## config.mk

```make
export PLATFORM = sky130hd
export DESIGN_NAME = ex_muldiv_sequencer
export DESIGN_NICKNAME = d
export VERILOG_FILES = /design/src/rtl/ex_muldiv_sequencer.sv
export SDC_FILE = /design/constraint.sdc
export NUM_CORES = 1
export LEC_CHECK = 0
export CORE_ASPECT_RATIO = 1.4
export CORE_MARGIN = 4
export CORE_UTILIZATION = 45
export DETAILED_ROUTE_END_ITERATION = 8
export PLACE_DENSITY = 0.63
export SLEW_MARGIN = 20
export SYNTH_ARGS = -nofsm -noshare
export SYNTH_HDL_FRONTEND = slang
export SYNTH_SLANG_ARGS = --single-unit
export TNS_END_PERCENT = 10
```

## constraint.sdc

```tcl
create_clock -name clk -period 5 [get_ports clk]
set_input_delay 1 -clock clk [delete_from_list [all_inputs] [get_ports clk]]
set_output_delay 1 -clock clk [all_outputs]
set_load 0.02 [all_outputs]
```

## src/rtl/ex_muldiv_sequencer.sv

```systemverilog
// rtl/ex_muldiv_sequencer.sv - multi-cycle MUL/UDIV unit with its own sequencing FSM
module ex_muldiv_sequencer #(
    parameter int WIDTH = 64,
    parameter int CNT_W = $clog2(WIDTH)
) (
    input  logic             clk,
    input  logic             reset_n,
    input  logic             start,
    input  logic [10:0]      opcode,
    input  logic [WIDTH-1:0] operand_a,
    input  logic [WIDTH-1:0] operand_b,
    input  logic             flush,
    output logic             stall,
    output logic             done,
    output logic [WIDTH-1:0] result
);

    localparam logic [10:0] OPC_MUL  = 11'b10011011000;
    localparam logic [10:0] OPC_UDIV = 11'b10011010110;

    typedef enum logic [1:0] {
        S_IDLE,
        S_MUL,
        S_DIV,
        S_DONE
    } state_t;

    state_t state;
    state_t state_next;

    logic [CNT_W-1:0] count;
    logic [WIDTH-1:0] acc;
    logic [WIDTH-1:0] mplier_a;
    logic [WIDTH-1:0] mcand_b;
    logic [WIDTH-1:0] rem;
    logic [WIDTH-1:0] divisor;
    // Holds the dividend; quotient bits shift in from the LSB as dividend bits leave the MSB.
    logic [WIDTH-1:0] dvd_quo;

    logic is_mul;
    logic is_div;
    logic divisor_zero;
    logic last_iter;
    logic accept_mul;
    logic accept_div;
    logic accept_dz;
    logic finish;

    logic [WIDTH-1:0] acc_step;
    logic [WIDTH:0]   rem_shift;
    logic [WIDTH:0]   rem_diff;
    logic             rem_ge;
    logic [WIDTH-1:0] rem_step;
    logic [WIDTH-1:0] quo_step;

    assign is_mul       = (opcode == OPC_MUL);
    assign is_div       = (opcode == OPC_UDIV);
    assign divisor_zero = (operand_b == '0);
    assign last_iter    = (count == CNT_W'(WIDTH - 1));

    assign acc_step  = mcand_b[0] ? (acc + mplier_a) : acc;
    assign rem_shift = {rem, dvd_quo[WIDTH-1]};
    assign rem_diff  = rem_shift - {1'b0, divisor};
    // rem < divisor keeps rem_shift below 2*divisor, so the borrow bit alone decides rem >= divisor.
    assign rem_ge    = ~rem_diff[WIDTH];
    assign rem_step  = rem_ge ? rem_diff[WIDTH-1:0] : rem_shift[WIDTH-1:0];
    assign quo_step  = {dvd_quo[WIDTH-2:0], rem_ge};

    always_ff @(posedge clk or negedge reset_n) begin
        if (!reset_n) begin
            state <= S_IDLE;
        end else begin
            state <= state_next;
        end
    end

    always_comb begin
        state_next = state;
        stall      = 1'b0;
        accept_mul = 1'b0;
        accept_div = 1'b0;
        accept_dz  = 1'b0;
        finish     = 1'b0;
        case (state)
            S_IDLE: begin
                if (start && !flush) begin
                    if (is_mul) begin
                        stall      = 1'b1;
                        accept_mul = 1'b1;
                        state_next = S_MUL;
                    end else if (is_div) begin
                        stall = 1'b1;
                        if (divisor_zero) begin
                            accept_dz  = 1'b1;
                            state_next = S_DONE;
                        end else begin
                            accept_div = 1'b1;
                            state_next = S_DIV;
                        end
                    end
                end
            end
            S_MUL, S_DIV: begin
                stall = 1'b1;
                if (flush) begin
                    state_next = S_IDLE;
                end else if (last_iter) begin
                    finish     = 1'b1;
                    state_next = S_DONE;
                end
            end
            S_DONE: begin
                state_next = S_IDLE;
            end
            default: begin
                state_next = S_IDLE;
            end
        endcase
    end

    always_ff @(posedge clk or negedge reset_n) begin
        if (!reset_n) begin
            count    <= '0;
            acc      <= '0;
            mplier_a <= '0;
            mcand_b  <= '0;
            rem      <= '0;
            divisor  <= '0;
            dvd_quo  <= '0;
            result   <= '0;
            done     <= 1'b0;
        end else begin
            done <= 1'b0;
            if (accept_mul) begin
                mplier_a <= operand_a;
                mcand_b  <= operand_b;
                acc      <= '0;
                count    <= '0;
            end
            if (accept_div) begin
                dvd_quo <= operand_a;
                divisor <= operand_b;
                rem     <= '0;
                count   <= '0;
            end
            if (accept_dz) begin
                result <= '0;
                done   <= 1'b1;
            end
            if (state == S_MUL && !flush) begin
                acc      <= acc_step;
                mplier_a <= {mplier_a[WIDTH-2:0], 1'b0};
                mcand_b  <= {1'b0, mcand_b[WIDTH-1:1]};
                count    <= count + CNT_W'(1);
                if (finish) begin
                    result <= acc_step;
                    done   <= 1'b1;
                end
            end
            if (state == S_DIV && !flush) begin
                rem     <= rem_step;
                dvd_quo <= quo_step;
                count   <= count + CNT_W'(1);
                if (finish) begin
                    result <= quo_step;
                    done   <= 1'b1;
                end
            end
        end
    end

endmodule
```

==> results.cfg <==
[outcome]
outcome = completed

[floorplan]
placementRows = 108
die_h_um = 306
die_x_um = 221
io_pins = 209
core_area_um2 = 62300
initial_core_util_pct = 45.7
design.die.area_um2 = 67400

[sta]
finalMaxSlewViolations = 0
rsz0062_at_grt = no
finalWorstSetupSlack_ns = 0.208
hold_ws_ns = 0.499
max_slew_margin_pct = 28.8
fmaxAchievable_mhz = 209
fin_worst_skew_ns = 0.0178
worst_slew_pin_slew_ns = 1.07
finalSetupTns_ns = 0
post-route-period-util_pct = 95.8
hold_viol = 0
setup_viol = 0
period_needed_ns = 4.79

[placement]
post-place-ws_ns = 0.296
gp_congestion = 0.987
post-dp-hpwl_um = 63800
port_buffers = 208

[cells_and_area]
utilization_pct = 52.5
final_cell_mix = nand2_1, dfrtp_1, nor2_1
drive_gt1_share_pct = 4.90
area_delta_synth_final_pct = 14.8
layout_commonest_cell = nand2_1
final_nets = 3777

[global_route]
grt_pass1_wl_um = 140000
grt_use_total_pct = 25.6
antenna_found_initial = 3
grt_max_degree = 156
grt_pass1_vias = 26000
grt_overflow = 0

[pwr]
switching_power_uw = 7420
seqPwrFrac_pct = 30.3
cellLeakagePower_uw = 0.0142
p_per_area_nw_per_um2 = 528
vdd_drop_max_uv = 311
pwr-share-comb_pct = 48.4
switching_share_pct = 43.0
clkPwrFrac_pct = 21.2
p_int_uw = 9840

[synthesis]
syn-num-nets = 3710
syn_avg_cell_area_um2 = 8.29
synth_cells = 3433
async_flop_share_pct = 100
ys_ff_latch = 457
synth_edf_count = 0
synth_cell_types = 83
synth.cell_area_um2 = 28500
ys.flop_type = dfrtp_1
yosysWarnings = 0
ys_seq_area_share_pct = 40.2
synth_top_area_share_pct = 40.2
synthTopCellsByArea = dfrtp_1, nand2_1, ha_1, o21ai_0, nor2_1
yosysTopAreaCell = dfrtp_1

[routing]
vias = 25600
drc_errors = 0
drtIter0Drc = 1610
firstDrtPassIters = 7
postRouteAntennaNets = 0
vias_per_cell = 5.88
avgRoutedWirePerCell_um = 20.2
finalWirelength_um = 87900

[critical_path]
path_cells = clkdlybuf4s50_1 -> nor4b_1 -> nand4_1 -> nor3b_1 -> buf_4 -> and3_1 -> nor3_1 -> nor2_1 -> clkdlybuf4s50_1
end_kind = output pin
critPathLaunchType = input port
worstPathMaxFanout = 4
timing.rr.start = mplier_a[0]$_DFFE_PN0P_
worstPathRequired_ns = 4.00
slowest_stage = clkdlybuf4s50_1
crit_type = in -> out
r2r_end = acc[60]$_DFFE_PN0P_
crit_family = simple AND/OR/NAND/NOR gates
cp_slowest_stage_delay_ns = 0.71
rr_worst_depth = 12
rrSetupSlack_ns = 0.90
path_depth = 9
critPathMostFrequentCell = clkdlybuf4s50_1
critPathArrivalTime_ns = 3.79
worstPathBufferInverterCount = 3

[clocking]
cts.clk_slew.worst_paths_ns = 0.06
root_buffer = clkbuf_16
ctsHoldBuffers = 0
post_cts_buffers = 0
cts_resized = 0
htreeDepth = 2
cts_made_buffers = 49
clock_path_buffers = 3
cts_tree = yes
clk_latency_ns = 0.59
clock-sinks = 457

[min_path]
hold_class = reg -> reg
worstHoldPathCells = 1
worstHoldStart = count[5]$_DFFE_PN0P_
min_to = count[5]$_DFFE_PN0P_

[job]
maxCapViolCount = 0
## how the worst max path moves through the flow
| stage | start | end | slack [ns] |
|---|---|---|---|
| after CTS | opcode[5] | stall | 0.28 |
| final | opcode[5] | stall | 0.21 |
| after global routing | opcode[5] | stall | 0.20 |
| after floorplan | opcode[5] | stall | 1.27 |
| after global placement | opcode[5] | stall | 0.27 |
| after detailed placement | opcode[5] | stall | 0.30 |
## power by group through the flow
stage | clock, µW | combinational [µW] | sequential, µW
final | 3670 | 8360 | 5230
after global routing | 3900 | 9250 | 5350
after CTS | 3760 | 8310 | 5230
after detailed placement | 0 | 8260 | 5290
after global placement | 0 | 8120 | 5260
after floorplan | 0 | 6290 | 5030
## stage by stage
| stage | cells | power (µW) | instance area, µm² |
|---|---|---|---|
| after floorplan | 3433 | 11300 | 28500 |
| after global placement | 4274 | 13400 | 31100 |
| after detailed placement | 4274 | 13600 | 31100 |
| after CTS | 4358 | 17300 | 32700 |
| after global routing | 4359 | 18500 | 32700 |
| final | 4360 | 17300 | 32700 |
## Yosys cell counts, types with 11 or more instances
master,instances
nand2b_1,11
xor2_1,47
clkbuf_1,158
a31oi_1,166
buf_2,50
mux2i_1,101
a21boi_0,11
nand4_1,51
a21o_1,65
o21bai_1,25
o21ai_0,310
dfrtp_1,457
a22o_1,16
and3_1,20
nor4_1,22
nor3_1,33
o21ai_1,53
o22ai_1,20
a21oi_1,217
o21a_1,32
a221oi_1,19
inv_1,104
or3_1,14
buf_4,13
ha_1,132
a211oi_1,25
nand3_1,71
nor2b_1,19
nand2_1,596
o211ai_1,13
nor2_1,312
a22oi_1,33
xnor2_1,64
## cell families after synthesis
group                    count (synthesis)  synth area share, %
adder cells (fa/ha/maj)                134                 5.94
AO/OA/AOI/OAI                         1094                 23.8
AND/OR/NAND/NOR                       1194                 18.0
flip-flops                             457                 40.2
buffers and inverters                  339                 4.95
multiplexers                           103                 3.63
XOR/XNOR                               112                 3.51
## final cells by class
cell class,count,area (µm²)
Antenna cell,2,5.00
Fill cell,5886,29600
Inverter,105,394
Multi-Input combinational cell,2637,15700
Timing Repair Buffer,250,2530
Sequential cell,457,11400
Tap cell,825,1030
Clock inverter,19,189
Clock buffer,65,1410
## registers in the layout (all words and copies together), names as in the netlist
name,flops
done,1
state,2
divisor,64
mcand_b,64
count,6
rem,64
dvd_quo,64
mplier_a,64
result,64
acc,64
## routing by layer
metal / wire length [µm] / GRT usage [%] / vias to the layer above
met5: 18 / 0 / -
met4: 4470 / 11.2 / 2
met3: 3950 / 3.21 / 199
met2: 44800 / 46.4 / 690
met1: 34700 / 30.2 / 12400
li1: - / - / 12300
No activity file was read; power rests on OpenSTA's default activity.
==> RTL edit: new RTL, same settings <==
Make the reset (`reset_n`) synchronous in 2 clocked blocks.
--- a/src/rtl/ex_muldiv_sequencer.sv
+++ b/src/rtl/ex_muldiv_sequencer.sv
@@ -66,7 +66,7 @@
     assign rem_step  = rem_ge ? rem_diff[WIDTH-1:0] : rem_shift[WIDTH-1:0];
     assign quo_step  = {dvd_quo[WIDTH-2:0], rem_ge};
 
-    always_ff @(posedge clk or negedge reset_n) begin
+    always_ff @(posedge clk) begin
         if (!reset_n) begin
             state <= S_IDLE;
         end else begin
@@ -118,7 +118,7 @@
         endcase
     end
 
-    always_ff @(posedge clk or negedge reset_n) begin
+    always_ff @(posedge clk) begin
         if (!reset_n) begin
             count    <= '0;
             acc      <= '0;
Function: differs if reset_n is asserted again (counterexample within 4 cycles, from zero or initial values and one cycle with reset_n low); with reset_n held inactive, the same outputs for 4 cycles.
==> RTL edit against the unedited design <==
  * Sequential cell count stayed put
  * Area after synthesis is 6.5% lower
  * Die area is 6.3% lower
  * Worst hold slack worse by 0.041 ns
  * Synthesized cell count is 2.1% higher
  * First-iteration DRC count is 3.3% higher
  * Routed wire length is 1.5% lower
  * Design area is 5.6% lower
  * Worst setup slack better by 0.24 ns
  * Count of clock-buffer cells in the layout stayed put
  * Global-route usage is 0.90 points higher
  * Register-to-register slack worse by 0.14 ns
  * Highest routed layer unchanged
Power is not compared: it rests on default switching activity, and its combinational part moved more than twofold at a synthesized area within 25%.
==> RTL edit: results (changes against the unedited design) <==
fin crit period 4.55 ns (was 4.79 ns); status finished, final reports clean (unchanged); Clock Skew 0.0244 ns (was 0.0178 ns); cell family with most CP delay simple AND/OR/NAND/NOR gates (unchanged); multi-input gates 2677 (was 2637); Critical R2R Launch dvd_quo[63] (was mplier_a[0]); FF-to-FF setup slack 0.76 ns (was 0.90 ns); metal3 WL 4130 um (was 3950 um); GRT Resource Usage Total 0.265 (was 0.256); per-cell routed wire length 20.0 um (was 20.2 um); via count 25900 (was 25600); final cell count without fillers 4325 (was 4360); met1 Use GR 0.308 (was 0.302); fraction of registers with async set/reset 0 (was 1.00); Post-Place Cells 4236 (was 4274); Overall Power 7.83 mW; hold path endpoint divisor[47] (was count[5]); nonclk buf count 248 (was 250); share of cells above drive strength 1 0.0448 (was 0.0490); Root Buffer clkbuf_16 (unchanged); HPWL Detailed 61200 um (was 63800 um); met2 Usage GRT 0.486 (was 0.464); peak fanout along the critical path 3 (was 4); cell area after placement 29100 um2 (was 31100 um2); met3 usage 0.0423 (was 0.0321); initial antenna violation count 6 (was 3); ys flop type dfxtp_1 (was dfrtp_1); GPL Wtd Cong 0.933 (was 0.987); M1 wire length 34700 um (about the same); Hold Path Depth 2 (was 1); initial DRC count 1663 (was 1610); nets@finish 3815 (was 3777); worst hold start divisor[47] (was count[5]); Non-clock buffer share 0.0824 (was 0.0774); largest net degree at the start of global routing 167 (was 156); clock-cell share of area 0.0553 (was 0.0488); worst reg2reg path endpoint rem[17] (was acc[60]); Filler cells 5624 (was 5886); Post-Synthesis Cells 3504 (was 3433); total CTS buffers 48 (was 49); Sequential Area 9150 um2 (was 11400 um2); die area 63200 um2 (was 67400 um2); R2R depth 15 (was 12); Seq/Total Area, Yosys 0.344 (was 0.402); Place WS 0.436 ns (was 0.296 ns); global-route wire length before repair 138000 um (was 140000 um); worst hold slack 0.457 ns (was 0.499 ns); drt pass-1 iters 5 (was 7); worst setup path startpoint opcode[4] (was opcode[5]); Worst path max stage delay 0.61 ns (was 0.71 ns)
==> RTL edit: changes by cell type in the layout (fill, tap and decap cells not counted), moves of 27 or more <==
cell,before,now
a21oi_1,215,283
a31oi_1,166,37
a311oi_1,2,189
a221o_1,6,64
dfxtp_1,0,456
dfrtp_1,456,0
nand3_1,70,39
nand2_1,595,675
nor2_1,311,402
o21ai_0,310,134
and2_1,9,52
mux2i_1,101,33
a221oi_1,19,46
o21ai_1,53,7
==> RTL edit: cell families after synthesis <==
| family | count (synthesis) | synth area share |
|---|---|---|
| AO/OA/AOI/OAI | 1010 | 0.265 |
| XOR/XNOR | 118 | 0.0388 |
| adder cells (fa/ha/maj) | 135 | 0.0640 |
| buffers and inverters | 370 | 0.0541 |
| flip-flops | 457 | 0.344 |
| multiplexers | 39 | 0.0151 |
| AND/OR/NAND/NOR | 1375 | 0.219 |
